[src/rtl/alu_pkg.sv]
// Shared types for the ALU operation sequencer: opcode enum, response record
// and the opcode legality check.
package alu_pkg;

    localparam int unsigned ALU_SIZE  = 7;
    localparam int unsigned ALU_TAG_W = 4;
    localparam int unsigned ALU_DEPTH = 2;

    typedef enum logic [1:0] {
        ALU_ADD = 2'b00,
        ALU_SUB = 2'b01
    } alu_op_e;

    typedef struct packed {
        logic [ALU_SIZE:0]    result;
        logic [ALU_TAG_W-1:0] tag;
        logic                 err;
    } alu_rsp_t;

    function automatic logic is_legal_op(input logic [1:0] op);
        logic legal;
        case (op)
            ALU_ADD, ALU_SUB: legal = 1'b1;
            default:          legal = 1'b0;
        endcase
        return legal;
    endfunction

endpackage

[src/rtl/alu_rsp_fifo.sv]
// In-order response FIFO; accepts a push while full when a pop happens on the
// same edge, and presents an all-zero head when empty.
module alu_rsp_fifo
    import alu_pkg::*;
#(
    parameter int unsigned DEPTH   = ALU_DEPTH,
    parameter type         entry_t = alu_rsp_t
) (
    input  logic   clk_i,
    input  logic   rst_i,
    input  logic   push_i,
    input  entry_t push_data_i,
    input  logic   pop_i,
    output entry_t pop_data_o,
    output logic   full_o,
    output logic   empty_o
);

    localparam int unsigned     PTR_W    = (DEPTH > 1) ? $clog2(DEPTH) : 1;
    localparam logic [PTR_W:0]  CNT_FULL = (PTR_W + 1)'(DEPTH);
    localparam logic [PTR_W:0]  CNT_ONE  = {{PTR_W{1'b0}}, 1'b1};
    localparam logic [PTR_W-1:0] PTR_ONE = {{(PTR_W-1){1'b0}}, 1'b1};

    entry_t           mem_r [DEPTH];
    logic [PTR_W-1:0] wr_ptr_r;
    logic [PTR_W-1:0] rd_ptr_r;
    logic [PTR_W:0]   count_r;
    logic             do_push_s;
    logic             do_pop_s;

    // Status flags and qualified push/pop strobes
    always_comb begin
        full_o     = (count_r == CNT_FULL);
        empty_o    = (count_r == {(PTR_W+1){1'b0}});
        do_pop_s   = pop_i && !empty_o;
        do_push_s  = push_i && (!full_o || do_pop_s);
        pop_data_o = empty_o ? '0 : mem_r[rd_ptr_r];
    end

    // Storage, pointers (wrap naturally, DEPTH is a power of two) and occupancy
    always_ff @(posedge clk_i) begin
        if (rst_i) begin
            wr_ptr_r <= {PTR_W{1'b0}};
            rd_ptr_r <= {PTR_W{1'b0}};
            count_r  <= {(PTR_W+1){1'b0}};
            for (int i = 0; i < int'(DEPTH); i++) begin
                mem_r[i] <= '0;
            end
        end else begin
            if (do_push_s) begin
                mem_r[wr_ptr_r] <= push_data_i;
                wr_ptr_r        <= wr_ptr_r + PTR_ONE;
            end
            if (do_pop_s) begin
                rd_ptr_r <= rd_ptr_r + PTR_ONE;
            end
            case ({do_push_s, do_pop_s})
                2'b10:   count_r <= count_r + CNT_ONE;
                2'b01:   count_r <= count_r - CNT_ONE;
                default: count_r <= count_r;
            endcase
        end
    end

endmodule

[src/rtl/alu_op_sequencer.sv]
// Issues requests to an external combinational ALU from a single issue register
// and returns tagged results through a small response FIFO.
module alu_op_sequencer
    import alu_pkg::*;
#(
    parameter int unsigned SIZE  = ALU_SIZE,
    parameter int unsigned TAG_W = ALU_TAG_W,
    parameter int unsigned DEPTH = ALU_DEPTH
) (
    input  logic             clk_i,
    input  logic             rst_i,
    input  logic             req_valid_i,
    output logic             req_ready_o,
    input  logic [1:0]       req_op_i,
    input  logic [SIZE:0]    req_a_i,
    input  logic [SIZE:0]    req_b_i,
    input  logic [TAG_W-1:0] req_tag_i,
    output logic [1:0]       alu_operator_o,
    output logic [SIZE:0]    alu_operand_a_o,
    output logic [SIZE:0]    alu_operand_b_o,
    input  logic [SIZE:0]    alu_result_i,
    output logic             rsp_valid_o,
    input  logic             rsp_ready_i,
    output logic [SIZE:0]    rsp_result_o,
    output logic [TAG_W-1:0] rsp_tag_o,
    output logic             rsp_err_o,
    output logic [15:0]      op_count_o,
    output logic [7:0]       err_count_o
);

    typedef struct packed {
        logic [SIZE:0]    result;
        logic [TAG_W-1:0] tag;
        logic             err;
    } rsp_t;

    logic             s1_valid_r;
    logic [1:0]       s1_op_r;
    logic [SIZE:0]    s1_a_r;
    logic [SIZE:0]    s1_b_r;
    logic [TAG_W-1:0] s1_tag_r;
    logic [15:0]      op_count_r;
    logic [7:0]       err_count_r;

    logic pop_s;
    logic push_s;
    logic accept_s;
    logic fifo_full_s;
    logic fifo_empty_s;
    rsp_t push_data_s;
    rsp_t head_s;

    // Handshake: S1 drains into the FIFO whenever a slot is free or freed this edge
    always_comb begin
        pop_s       = !fifo_empty_s && rsp_ready_i;
        push_s      = s1_valid_r && (!fifo_full_s || pop_s);
        req_ready_o = !s1_valid_r || push_s;
        accept_s    = req_valid_i && req_ready_o;
    end

    // Response record; illegal opcodes discard whatever the ALU returned
    always_comb begin
        push_data_s.err    = !is_legal_op(s1_op_r);
        push_data_s.result = push_data_s.err ? {(SIZE+1){1'b0}} : alu_result_i;
        push_data_s.tag    = s1_tag_r;
    end

    // Issue register; operand fields keep their last values once S1 empties
    always_ff @(posedge clk_i) begin
        if (rst_i) begin
            s1_valid_r <= 1'b0;
            s1_op_r    <= 2'b00;
            s1_a_r     <= {(SIZE+1){1'b0}};
            s1_b_r     <= {(SIZE+1){1'b0}};
            s1_tag_r   <= {TAG_W{1'b0}};
        end else if (accept_s) begin
            s1_valid_r <= 1'b1;
            s1_op_r    <= req_op_i;
            s1_a_r     <= req_a_i;
            s1_b_r     <= req_b_i;
            s1_tag_r   <= req_tag_i;
        end else if (push_s) begin
            s1_valid_r <= 1'b0;
        end else begin
            s1_valid_r <= s1_valid_r;
        end
    end

    // Push counters: total wraps, illegal-op count saturates
    always_ff @(posedge clk_i) begin
        if (rst_i) begin
            op_count_r  <= 16'h0000;
            err_count_r <= 8'h00;
        end else if (push_s) begin
            op_count_r <= op_count_r + 16'h0001;
            if (push_data_s.err && (err_count_r != 8'hFF)) begin
                err_count_r <= err_count_r + 8'h01;
            end
        end
    end

    alu_rsp_fifo #(
        .DEPTH   (DEPTH),
        .entry_t (rsp_t)
    ) u_rsp_fifo (
        .clk_i       (clk_i),
        .rst_i       (rst_i),
        .push_i      (push_s),
        .push_data_i (push_data_s),
        .pop_i       (pop_s),
        .pop_data_o  (head_s),
        .full_o      (fifo_full_s),
        .empty_o     (fifo_empty_s)
    );

    assign alu_operator_o  = s1_op_r;
    assign alu_operand_a_o = s1_a_r;
    assign alu_operand_b_o = s1_b_r;
    assign rsp_valid_o     = !fifo_empty_s;
    assign rsp_result_o    = head_s.result;
    assign rsp_tag_o       = head_s.tag;
    assign rsp_err_o       = head_s.err;
    assign op_count_o      = op_count_r;
    assign err_count_o     = err_count_r;

endmodule

[config.mk]
export PLATFORM = sky130hd
export DESIGN_NAME = alu_op_sequencer
export DESIGN_NICKNAME = d
export VERILOG_FILES = /design/src/rtl/alu_pkg.sv /design/src/rtl/alu_rsp_fifo.sv /design/src/rtl/alu_op_sequencer.sv
export SDC_FILE = /design/constraint.sdc
export NUM_CORES = 1
export LEC_CHECK = 0
export CAP_MARGIN = 20
export CORE_UTILIZATION = 65
export DETAILED_ROUTE_END_ITERATION = 7
export DONT_BUFFER_PORTS = 1
export GPL_ROUTABILITY_DRIVEN = 0
export GPL_TIMING_DRIVEN = 0
export PLACE_DENSITY_LB_ADDON = 0.12
export SLEW_MARGIN = 20
export SYNTH_ARGS = -nofsm -noshare
export SYNTH_HDL_FRONTEND = slang
export SYNTH_SLANG_ARGS = --single-unit
export TNS_END_PERCENT = 5
[constraint.sdc]
create_clock -name clk_i -period 5.9 [get_ports clk_i]
set_clock_uncertainty 0.15 [all_clocks]
set_input_delay 0.885 -clock clk_i [delete_from_list [all_inputs] [get_ports clk_i]]
set_output_delay 0.885 -clock clk_i [all_outputs]
set_load 0.005 [all_outputs]
# Word level (Yosys, flattened, before mapping)
# Memories as Yosys holds them, arrays and structs flattened. A register that Yosys moved wholly into a read port is not among the register bits.
# Cells that the tools add are included.
[totals]
wordCells = 58
n_memories = 1
reg_bits = 51
input_bits = 34
output_inout_bits = 57
mem_bits_rw = 26
[memory_table]
columns = ["memory", "depth", "width", "rd", "rd_clocked_by_memory_dff", "write_ports", "line", "rtl"]
rows = [
  ["u_rsp_fifo.mem_r", 2, 13, 1, 1, 2, "alu_rsp_fifo.sv:24", "entry_t mem_r [DEPTH];"],
]
[classes]
addsub = 6
reduce_logical = 20
n_mux = 16
eq_ne = 5
[ops]
columns = ["operator", "n"]
rows = [
  ["two-way mux 13 bit", 2],
  ["adder 16 x 1 -> 16 bit, second input constant", 1],
  ["OR reduction 13 bit", 1],
  ["two-way mux 1 bit", 12],
  ["adder 8 x 1 -> 8 bit, second input constant", 1],
  ["two-way mux 8 bit", 1],
  ["!= test 8 bit, second input constant", 1],
  ["logical AND 1 bit", 6],
  ["equality test 2 x 1 -> 1 bit, second input constant", 2],
  ["equality test 2 bit, second input constant", 2],
  ["zero test 1 bit", 4],
  ["zero test 2 bit", 2],
  ["one-hot mux 2 bit (2 select lines)", 1],
  ["nonzero test 2 bit", 2],
  ["logical OR 1 bit", 3],
  ["adder 1 bit, second input constant", 2],
  ["adder 2 x 1 -> 2 bit, second input constant", 1],
  ["AND reduction 2 bit", 1],
  ["OR reduction 2 bit", 1],
  ["subtractor 2 x 1 -> 2 bit, second input constant", 1],
]

# Depth between registers and ports, before layout
# Gate-level depths: netlist of run 1.
[depth]
depth_word = 11
mapped_depth = 7
depth_no_buf = 6

# Modules after synthesis
# Synthesis of run 1 repeated with hierarchy kept, for this count alone.
[hier_totals]
cells_unflattened = 339
hier_area_um2 = 3495.9
[modules_own_cells]
columns = ["module", "n_inst", "seq_area_each_um2", "cells_per_inst", "area_per_inst_um2"]
rows = [
  ["alu_op_sequencer", 1, 940.9, 223, 2039.5],
  ["alu_rsp_fifo", 1, 880.8, 116, 1456.4],
]

# Worst setup path after synthesis of run 1
# Ideal clock, no wire load.
[synth_path]
path_kind = "input-to-reg"
from = "input port rsp_ready_i"
to = "register u_rsp_fifo.count_r[1]"
setup_time_ns = 0.070
path_slack_ns = 3.437
n_path_buf = 1
t_arrival_ns = 2.243
required_ns = 5.680
path_stages = 6
path_cell_list = "or3b_1 > buf_4 > nand2_2 > ha_1 > or3_1 > a21oi_1"
[synth_via]
elab_chain_cells = 6
word_cells_on_any_way = 10
cone_classes = "eq/ne (2); mux (1); reduce/logical (7)"
[synth_lines]
columns = ["element", "line", "rtl"]
rows = [
  ["from (decl)", "alu_op_sequencer.sv:23", "input logic rsp_ready_i,"],
  ["logical AND 1 bit *", "alu_op_sequencer.sv:55", "pop_s = !fifo_empty_s && rsp_ready_i;"],
  ["logical OR 1 bit or logical AND 1 bit (tied branches)", "alu_op_sequencer.sv:56, alu_rsp_fifo.sv:35", ""],
  ["logical AND 1 bit or logical OR 1 bit (tied branches)", "alu_op_sequencer.sv:56, alu_rsp_fifo.sv:36", ""],
  ["logical AND 1 bit", "alu_rsp_fifo.sv:36", "do_push_s = push_i && (!full_o || do_pop_s);"],
  ["equality test 2 x 1 -> 1 bit or equality test 2 bit (tied branches)", "alu_rsp_fifo.sv:57", "case ({do_push_s, do_pop_s})"],
  ["one-hot mux 2 bit (2 select lines) or nonzero test 2 bit (tied branches)", "n/a", ""],
  ["to (signal assigned)", "alu_rsp_fifo.sv:58", "2'b10: count_r <= count_r + CNT_ONE;"],
  ["to (signal assigned)", "alu_rsp_fifo.sv:59", "2'b01: count_r <= count_r - CNT_ONE;"],
  ["to (signal assigned)", "alu_rsp_fifo.sv:60", "default: count_r <= count_r;"],
  ["to (decl)", "alu_rsp_fifo.sv:27", "logic [PTR_W:0] count_r;"],
]
# Mark *: on every way between the ends. The rest lies on a longest branch, timed or not.
# A chain may end at the register's enable or synchronous reset.

# Worst setup path after layout of run 1
[layout_path]
from = "register u_rsp_fifo.count_r[0]"
to = "output port rsp_tag_o[3]"
[layout_via]
elab_chain_cells = 2
[layout_lines]
columns = ["element", "line", "rtl"]
rows = [
  ["from (signal assigned)", "alu_rsp_fifo.sv:45", "count_r <= {(PTR_W+1){1'b0}};"],
  ["from (signal assigned)", "alu_rsp_fifo.sv:58", ""],
  ["from (signal assigned)", "alu_rsp_fifo.sv:59", ""],
  ["zero test 2 bit", "alu_rsp_fifo.sv:34", "empty_o = (count_r == {(PTR_W+1){1'b0}});"],
  ["two-way mux 13 bit", "alu_rsp_fifo.sv:37", "pop_data_o = empty_o ? '0 : mem_r[rd_ptr_r];"],
  ["to (decl)", "alu_op_sequencer.sv:25", "output logic [TAG_W-1:0] rsp_tag_o,"],
]
# No other way between the ends.

==> impl_metrics.toml, run 1 <==
[finish]
fin_area_um2 = 3650
fin_cells = 434
register_area_um2 = 1820
mostFrequentLayoutCell = "dfxtp_1"
fill_cells = 348
area_growth_pct = 8.97
layout-drive-gt1-share_pct = 8.17
utilization_pct = 75.2
multi_input_area_um2 = 1430
antennaDiodeCount = 0
num-nets-final = 399
mostFrequentLayoutCells = "dfxtp_1 (52), nor2_1 (51), nand2_1 (49)"

[critical_path]
r2r_cells = 4
crit_top_cell = "nor2_1"
worstPathCellList = "nor2_1 > clkbuf_1 > nor2_1"
critPathSlowestCell = "clkbuf_1"
cp_max_fo = 10
cp.required_ns = 4.87
crit_family = "simple AND/OR/NAND/NOR gates"
critPathKind = "flop to output port"
timing.rr.start = "u_rsp_fifo.count_r[0]$_SDFFE_PP0P_"
slowest_delay_ns = 0.40
cp.buffers_inverters = 1
rrSetupSlack_ns = 3.53
startpoint_type = "flop"
cp-end-kind = "output port"
r2r-end = "u_rsp_fifo.mem_r[1][5]$_SDFFCE_PN0P_"
arrival_ns = 1.64

[timing]
tightest_slew_ns = 0.706
finalHoldViolations = 0
fmax_mhz = 374
finalCritPeriodShare_pct = 45.3
max-slew-margin-rel_pct = 52.9
setup_tns_ns = 0
min_period_ns = 2.67
finalSetupViolCount = 0
grt_setup_unrepaired = "no"
slew_viol_final = 0

[worst_hold_path]
hold_start = "s1_tag_r[2]$_SDFFE_PP0P_"
hp-class = "flop to flop"
holdPathStages = 2
holdPathEnd = "s1_tag_r[2]$_SDFFE_PP0P_"

[grt]
track_usage_pct = 26.2
overflow = 0
grt_max_degree = 14
grt_pass1_vias = 2291
antenna_found_initial = 0
grt_pass1_wl_um = 10500

[die]
die_w_um = 73.8
ios = 91
die_area_um2 = 5440
std_cell_rows = 25
core_area_um2 = 4850
die_h_um = 73.8
start_util_pct = 69.0

[power]
ir_worst_vdd_uv = 205
cellLeakagePower_nw = 1.31
power_density_nw_per_um2 = 335

[cts]
cts_hold_buf = 0
postCtsSetupBuffers = 0
cts.clk_slew.worst_paths_ns = 0.08
cts_buffer_depth = 2
cts_tree = "yes"
clock_latency_ns = 0.34
clock_sinks = 78
cts_repair_resize_count = 0
cts_max_level = 3
root_buffer = "clkbuf_8"
numCtsBuffers = 9

[synth]
syn_nets = 388
postSynthCellCount = 351
ys_ff_latch = 78
yosys.area_share.adder_pct = 1.12
syn_area_um2 = 3350
synth_edf_count = 26
async_flop_share_pct = 0
synth_top_family_by_area = "simple AND/OR/NAND/NOR gates"
synth_compound_area_share_pct = 7.40
muxShareOfSynthArea_pct = 5.16
yosys.area_share.simple_pct = 25.3
synthFlopType = "dfxtp_1"
syn_avg_cell_area_um2 = 9.54
synth_warnings = 0
synth.yosys.seq_area_share_pct = 54.4
synth-xor-area-share_pct = 3.66
synthDistinctLibCells = 43

[placed_design]
place_inst = 418
numPortBuffers = 0
place_area_um2 = 3430
dp_hpwl_um = 4730

[run]
cap_violations = 0

[drt]
dr.pass1.iters = 4
drc = 0
via_per_inst = 5.74
wl_per_cell_um = 15.7
vias = 2489
first_iter_violations = 108
routed_wl_um = 6830
ant_nets = 0

[run_status]
outcome = "finished clean"
## worst min-delay path: cells and delay by family (launching register included)
family             cells  cell delay [ns]
DFF                    1             0.32
AOI/OAI and AO/OA      1             0.06
and+or+nand+nor        1             0.05
## power breakdown
part	total (W)	switching (W)	internal [W]
Sequential	0.000611	0.0000230	0.000588
Clock	0.000429	0.000191	0.000238
Combinational	0.000181	0.000116	0.0000657
Total	0.00122	0.000329	0.000891
## kinds of logic (layout without fill, tap and decap cells)
family / Yosys count / count (layout)
and+or+nand+nor: 171 / 171
DFF: 78 / 78
AOI/OAI and AO/OA: 46 / 46
buffers and inverters: 22 / 38
muxes: 17 / 17
xor gates and xnor gates: 14 / 14
adders and majority gates: 3 / 3
## Yosys cell counts, types with 3 or more instances
| cell type | n | area [um^2] |
|---|---|---|
| dfxtp_1 | 52 | 1040 |
| inv_1 | 4 | 15.0 |
| and2_1 | 11 | 68.8 |
| nand2b_1 | 10 | 62.6 |
| o21ai_0 | 6 | 30.0 |
| clkbuf_1 | 11 | 41.3 |
| nand2_1 | 49 | 184 |
| nor2_1 | 51 | 191 |
| a21oi_1 | 33 | 165 |
| or3_1 | 5 | 31.3 |
| mux2i_1 | 15 | 150 |
| nor4_1 | 3 | 18.8 |
| xnor2_1 | 8 | 70.1 |
| edfxtp_1 | 26 | 781 |
| xor2_1 | 6 | 52.6 |
| nor3b_1 | 4 | 30.0 |
| nand3_1 | 9 | 45.0 |
| ha_1 | 3 | 37.5 |
| nor3_1 | 6 | 30.0 |
| nor2b_1 | 3 | 18.8 |
| nand4_1 | 6 | 37.5 |
| buf_2 | 5 | 25.0 |
## state kept, by name (all words and copies together), names as in the netlist, named ones only
register and count:
alu_operand_a_o 8, alu_operand_b_o 8, alu_operator_o 2, err_count_o 8, op_count_o 16, s1_tag_r 4, s1_valid_r 1, u_rsp_fifo.count_r 2
u_rsp_fifo.mem_r 26, u_rsp_fifo.rd_ptr_r 1, u_rsp_fifo.wr_ptr_r 1
## through the flow
stage / power [W] / hold WS (ns) / worst slack (ns)
3_5_place_dp: 0.000803 / 0.305 / 3.11
3_3_place_gp: 0.000793 / 0.297 / 3.09
4_1_cts: 0.00122 / 0.316 / 3.21
5_1_grt: 0.00127 / 0.335 / 3.13
2_1_floorplan: 0.000761 / 0.290 / 3.44
6_report: 0.00122 / 0.320 / 3.23
## metal layers
metal	GRT usage [%]	vias up	part of all wire, %
met5	0	-	0
met4	10.3	0	1.0
li1	-	1230	-
met1	31.0	1154	42
met2	44.4	98	49
met3	8.09	7	8.5
## layout make-up
type                    count  share of cell area (%)
clock inverters             6                    2.33
multi-input cells         251                    39.3
flip-flops and latches     78                    49.9
clock buffers              10                    3.50
well taps                  67                    2.30
plain buffers              18                    2.23
inverters                   4                   0.412
## how the worst max path moves through the flow
stage | from | end | slack, ns | cells past startpoint
6_report | u_rsp_fifo.count_r[0]$_SDFFE_PP0P_ | rsp_tag_o[3] | 3.23 | 3
5_1_grt | u_rsp_fifo.count_r[0]$_SDFFE_PP0P_ | rsp_tag_o[3] | 3.13 | 3
4_1_cts | u_rsp_fifo.count_r[0]$_SDFFE_PP0P_ | rsp_tag_o[3] | 3.21 | 3
3_5_place_dp | rsp_ready_i | u_rsp_fifo.mem_r[1][11]$_SDFFCE_PN0P_ | 3.11 | 4
3_3_place_gp | rst_i | u_rsp_fifo.mem_r[0][7]$_SDFFCE_PN0P_ | 3.09 | 3
2_1_floorplan | rsp_ready_i | u_rsp_fifo.count_r[1]$_SDFFE_PP0P_ | 3.44 | 6
No activity file was read; power rests on OpenSTA's default activity.
==> run 2: changes to the inputs <==
Settings changed: CORE_UTILIZATION 65 to 56.
Clock period 5.9 ns to 2.3 ns, I/O delays scaled along.
==> run 2 against run 1 <==
  * Sequential power rose to 2.6 times the previous value
  * Via count rose by 3.9%
  * Flip-flop and latch count did not move
  * Sequential share of layout area fell by 3.8 points
  * Die area rose by 16%
  * Total power rose to 2.8 times the previous value
==> impl_metrics.toml, run 2 (synthesized netlist as in run 1, its figures left out) <==
[run_status]
outcome = "finished clean"

[finish]
largest_reg_flops = 26
top_register = "u_rsp_fifo.mem_r"
fin_area_um2 = 3950
layout-drive-gt1-share_pct = 8.46
utilization_pct = 70.0
antennaDiodeCount = 0
mostFrequentLayoutCell = "dfxtp_1"
mostFrequentLayoutCells = "dfxtp_1 (52), nor2_1 (51), nand2_1 (49)"
num-nets-final = 422
area_growth_pct = 18.0

[timing]
setup_tns_ns = 0
max-slew-margin-rel_pct = 54.5
finalSetupViolCount = 0
min_period_ns = 2.14
layout_setup_ws_ns = 0.164
fmax_mhz = 468
grt_setup_unrepaired = "no"
fin_hold_ws_ns = 0.0855
finalCritPeriodShare_pct = 92.9
finalHoldViolations = 0
tightest_slew_ns = 0.683
slew_viol_final = 0

[drt]
routed_wl_um = 6980
vias = 2585
via_per_inst = 5.60
dr.pass1.iters = 4
wl_per_cell_um = 15.1
drc = 0
first_iter_violations = 77
ant_nets = 0

[cts]
clock_latency_ns = 0.34
clock_sinks = 78
cts_tree = "yes"
cts_max_level = 3
postCtsSetupBuffers = 0
root_buffer = "clkbuf_8"
cts_buffer_depth = 2
cts.clk_slew.worst_paths_ns = 0.08
numCtsBuffers = 9

[placed_design]
numPortBuffers = 0
place_area_um2 = 3440
dp_hpwl_um = 4610
pre_cts_slack_ns = 0.0353

[critical_path]
arrival_ns = 2.25
startpoint_type = "flop"
cp-end-kind = "flop"
critPathKind = "flop to flop"
cp.required_ns = 2.42
cp_max_fo = 9

[die]
std_cell_rows = 27
die_area_um2 = 6290
core_area_um2 = 5640
die_h_um = 79.3
die_w_um = 79.3
ios = 91
start_util_pct = 59.3

[grt]
grt_pass1_vias = 2491
track_usage_pct = 23.8
grt_max_degree = 14
antenna_found_initial = 0
grt_pass1_wl_um = 11500
overflow = 0

[worst_hold_path]
hp-class = "input port to flop"

[power]
power_density_nw_per_um2 = 862
ir_worst_vdd_uv = 428
cellLeakagePower_nw = 1.44

[run]
cap_violations = 0
run 2: final cells by class:
class / count / area [um^2]
sequential: 78 / 1820
fill: 435 / 1690
multi-input combinational: 251 / 1440
timing repair buffer: 23 / 230
clock buffer: 12 / 179
clock inverter: 4 / 97.6
tap: 72 / 90.1
buffer: 18 / 81.3
inverter: 4 / 15.0
run 2: per-layer routing:
metal,routed length (um),GRT usage (%),vias up
li1,-,-,1278
met1,3050,28.2,1210
met2,3330,40.2,87
met3,493,7.01,10
met4,103,9.64,0
met5,0,0,-
run 2: final timing paths:
kind | cells past startpoint | to | startpoint | slack (ns)
max | 6 | u_rsp_fifo.count_r[1]$_SDFFE_PP0P_ | u_rsp_fifo.count_r[1]$_SDFFE_PP0P_ | 0.16
min | 2 | u_rsp_fifo.mem_r[1][8]$_SDFFCE_PN0P_ | alu_result_i[3] | 0.09
max reg2reg | 6 | u_rsp_fifo.count_r[1]$_SDFFE_PP0P_ | u_rsp_fifo.count_r[1]$_SDFFE_PP0P_ | 0.16
min reg2reg | 2 | s1_tag_r[2]$_SDFFE_PP0P_ | s1_tag_r[2]$_SDFFE_PP0P_ | 0.32
run 2: what timing repair did:
action	4_1_cts	5_1_grt
endpoints found under the setup margin	0	13
endpoints found under the hold margin	23	0
hold buffers	23	0
resized for setup	0	1
run 2: power breakdown:
group          total, W  switching, W  internal (W)
combinational  0.000483      0.000290      0.000194
clock           0.00136      0.000498      0.000858
sequential      0.00157     0.0000598       0.00151
run 2: worst max-delay path, cell delays in order (launching register included):
cell     delay [ns]
dfxtp_1        0.41
or3b_1         0.36
buf_4          0.18
nand2_2        0.18
ha_1           0.29
or3_1          0.35
a21oi_1        0.14
run 2: through the flow:
step | std cells | total power [W]
after floorplan | 351 | 0.00195
after global placement | 423 | 0.00204
after detailed placement | 423 | 0.00205
after CTS | 462 | 0.00342
after global routing | 462 | 0.00355
final | 462 | 0.00341
==> run 3: changes to the inputs <==
Settings changed: CORE_UTILIZATION 56 to 50.
==> run 3 against run 2 <==
  * The flow now finishes with violations (design-rule violations)
  * Non-clock buffer count unchanged
  * Sequential power about the same
  * Sequential share of layout area increased by 0.73 points
  * Global-route usage decreased by 3.1 points
  * Clock power decreased by 22%
  * Flip-flop and latch count unchanged
  * First-iteration DRC count increased by 22%
  * Count of clock-buffer cells in the layout decreased by 1
  * Critical endpoint unchanged
==> impl_metrics.toml, run 3 (synthesized netlist as in run 1, its figures left out) <==
[run_status]
outcome = "complete, but fails checks"
failed_checks = "design-rule violations"

[critical_path]
critPathKind = "flop to flop"
worstPathCellList = "or3b_1 > buf_4 > nand2_2 > ha_1 > or3_1 > a21oi_1"
cp-end-kind = "flop"
slowest_delay_ns = 0.40
crit_family = "simple AND/OR/NAND/NOR gates"
cp.required_ns = 2.41
cp_max_fo = 9
startpoint_type = "flop"
cp.buffers_inverters = 1
arrival_ns = 2.21
critPathSlowestCell = "dfxtp_1"

[finish]
layout-drive-gt1-share_pct = 8.21
top_register = "u_rsp_fifo.mem_r"
num-nets-final = 422
antennaDiodeCount = 0
mostFrequentLayoutCell = "dfxtp_1"
largest_reg_flops = 26
fill_cells = 572
mostFrequentLayoutCells = "dfxtp_1 (52), nor2_1 (51), nand2_1 (49)"
area_growth_pct = 16.2

[drt]
ant_nets = 0
vias = 2480
wl_per_cell_um = 14.5
drc = 12
first_iter_violations = 94
dr.pass1.iters = 6
routed_wl_um = 6780
via_per_inst = 5.31

[timing]
max-slew-margin-rel_pct = 54.6
finalSetupViolCount = 0
finalHoldViolations = 0
tightest_slew_ns = 0.681
setup_tns_ns = 0
slew_viol_final = 0
finalCritPeriodShare_pct = 91.0
grt_setup_unrepaired = "no"
fmax_mhz = 478
fin_hold_ws_ns = 0.0957
min_period_ns = 2.09

[power]
power_density_nw_per_um2 = 800
ir_worst_vdd_uv = 467
switchingPower_w = 0.000843
cellLeakagePower_nw = 1.40
swShare_pct = 27.1
power_frac_comb_pct = 15.6
p_int_w = 0.00227
clkPwrFrac_pct = 34.1
seqPwrFrac_pct = 50.3

[grt]
grt_max_degree = 15
track_usage_pct = 20.7
grt_pass1_vias = 2473
overflow = 0
antenna_found_initial = 0
grt_pass1_wl_um = 11600

[worst_hold_path]
hp-class = "input port to flop"

[run]
cap_violations = 0

[die]
die_area_um2 = 7020
std_cell_rows = 29
die_w_um = 83.8
core_area_um2 = 6420
die_h_um = 83.8
start_util_pct = 52.1
ios = 91

[cts]
cts_tree = "yes"
numCtsBuffers = 9
clock_sinks = 78
root_buffer = "clkbuf_8"
clock_latency_ns = 0.34
cts_max_level = 3
cts.clk_slew.worst_paths_ns = 0.08
cts_buffer_depth = 2

[placed_design]
numPortBuffers = 0
dp_hpwl_um = 4760
## run 3: cell count changes in the layout (fill, tap and decap cells not counted)
cell and delta:
inv_4 +1, bufinv_16 -2, clkbuf_1 +1, clkbuf_16 -1, clkbuf_2 -1, clkinv_2 +1, clkinvlp_4 +1
## run 3: path summary, 6_finish.rpt
| check | from | to | slack, ns | cells after the start |
|---|---|---|---|---|
| max | u_rsp_fifo.count_r[1]$_SDFFE_PP0P_ | u_rsp_fifo.count_r[1]$_SDFFE_PP0P_ | 0.21 | 6 |
| min | alu_result_i[0] | u_rsp_fifo.mem_r[0][5]$_SDFFCE_PN0P_ | 0.1 | 2 |
| max reg2reg | u_rsp_fifo.count_r[1]$_SDFFE_PP0P_ | u_rsp_fifo.count_r[1]$_SDFFE_PP0P_ | 0.21 | 6 |
| min reg2reg | s1_tag_r[2]$_SDFFE_PP0P_ | s1_tag_r[2]$_SDFFE_PP0P_ | 0.31 | 2 |
## run 3: power by group through the flow
stage	registers, W	clock network (W)	logic (W)
2_1_floorplan	0.00158	0	0.000370
3_3_place_gp	0.00159	0	0.000451
3_5_place_dp	0.00160	0	0.000463
4_1_cts	0.00157	0.00108	0.000496
5_1_grt	0.00158	0.00114	0.000551
6_report	0.00157	0.00106	0.000485
## run 3: area by class of cell
class | count | area [um^2] | area share [%]
tap | 77 | 96.3 | 2.48
sequential | 78 | 1820 | 46.8
clock inverter | 5 | 56.3 | 1.45
clock buffer | 11 | 153 | 3.93
buffer | 18 | 81.3 | 2.09
timing repair buffer | 23 | 230 | 5.92
inverter | 4 | 15.0 | 0.386
multi-input combinational | 251 | 1440 | 36.9
## run 3: metrics by stage
step           area, um^2  util, %  cells  power, W  setup WS, ns
3_5_place_dp         3450     53.7    428   0.00206        0.0423
5_1_grt              3890     60.5    467   0.00327        0.0305
2_1_floorplan        3350        -    351   0.00195         0.314
3_3_place_gp         3440     53.6    428   0.00204       -0.0746
4_1_cts              3890     60.5    467   0.00314        0.0282
6_report             3890     60.5    467   0.00311         0.208
## run 3: repair_timing
item                                    in CTS  in global routing
hold buffers                                23                  0
endpoints found under the setup margin       0                 13
setup buffers                                0                  0
endpoints found under the hold margin       23                  0
resized for setup                            0                  1
## run 3: metal layers
layer	wire, um	GRT usage (%)	vias up
met5	0	0	-
met4	32	3.29	0
met3	502	6.82	4
met2	3200	34.4	73
met1	3040	26.7	1132
li1	-	-	1271
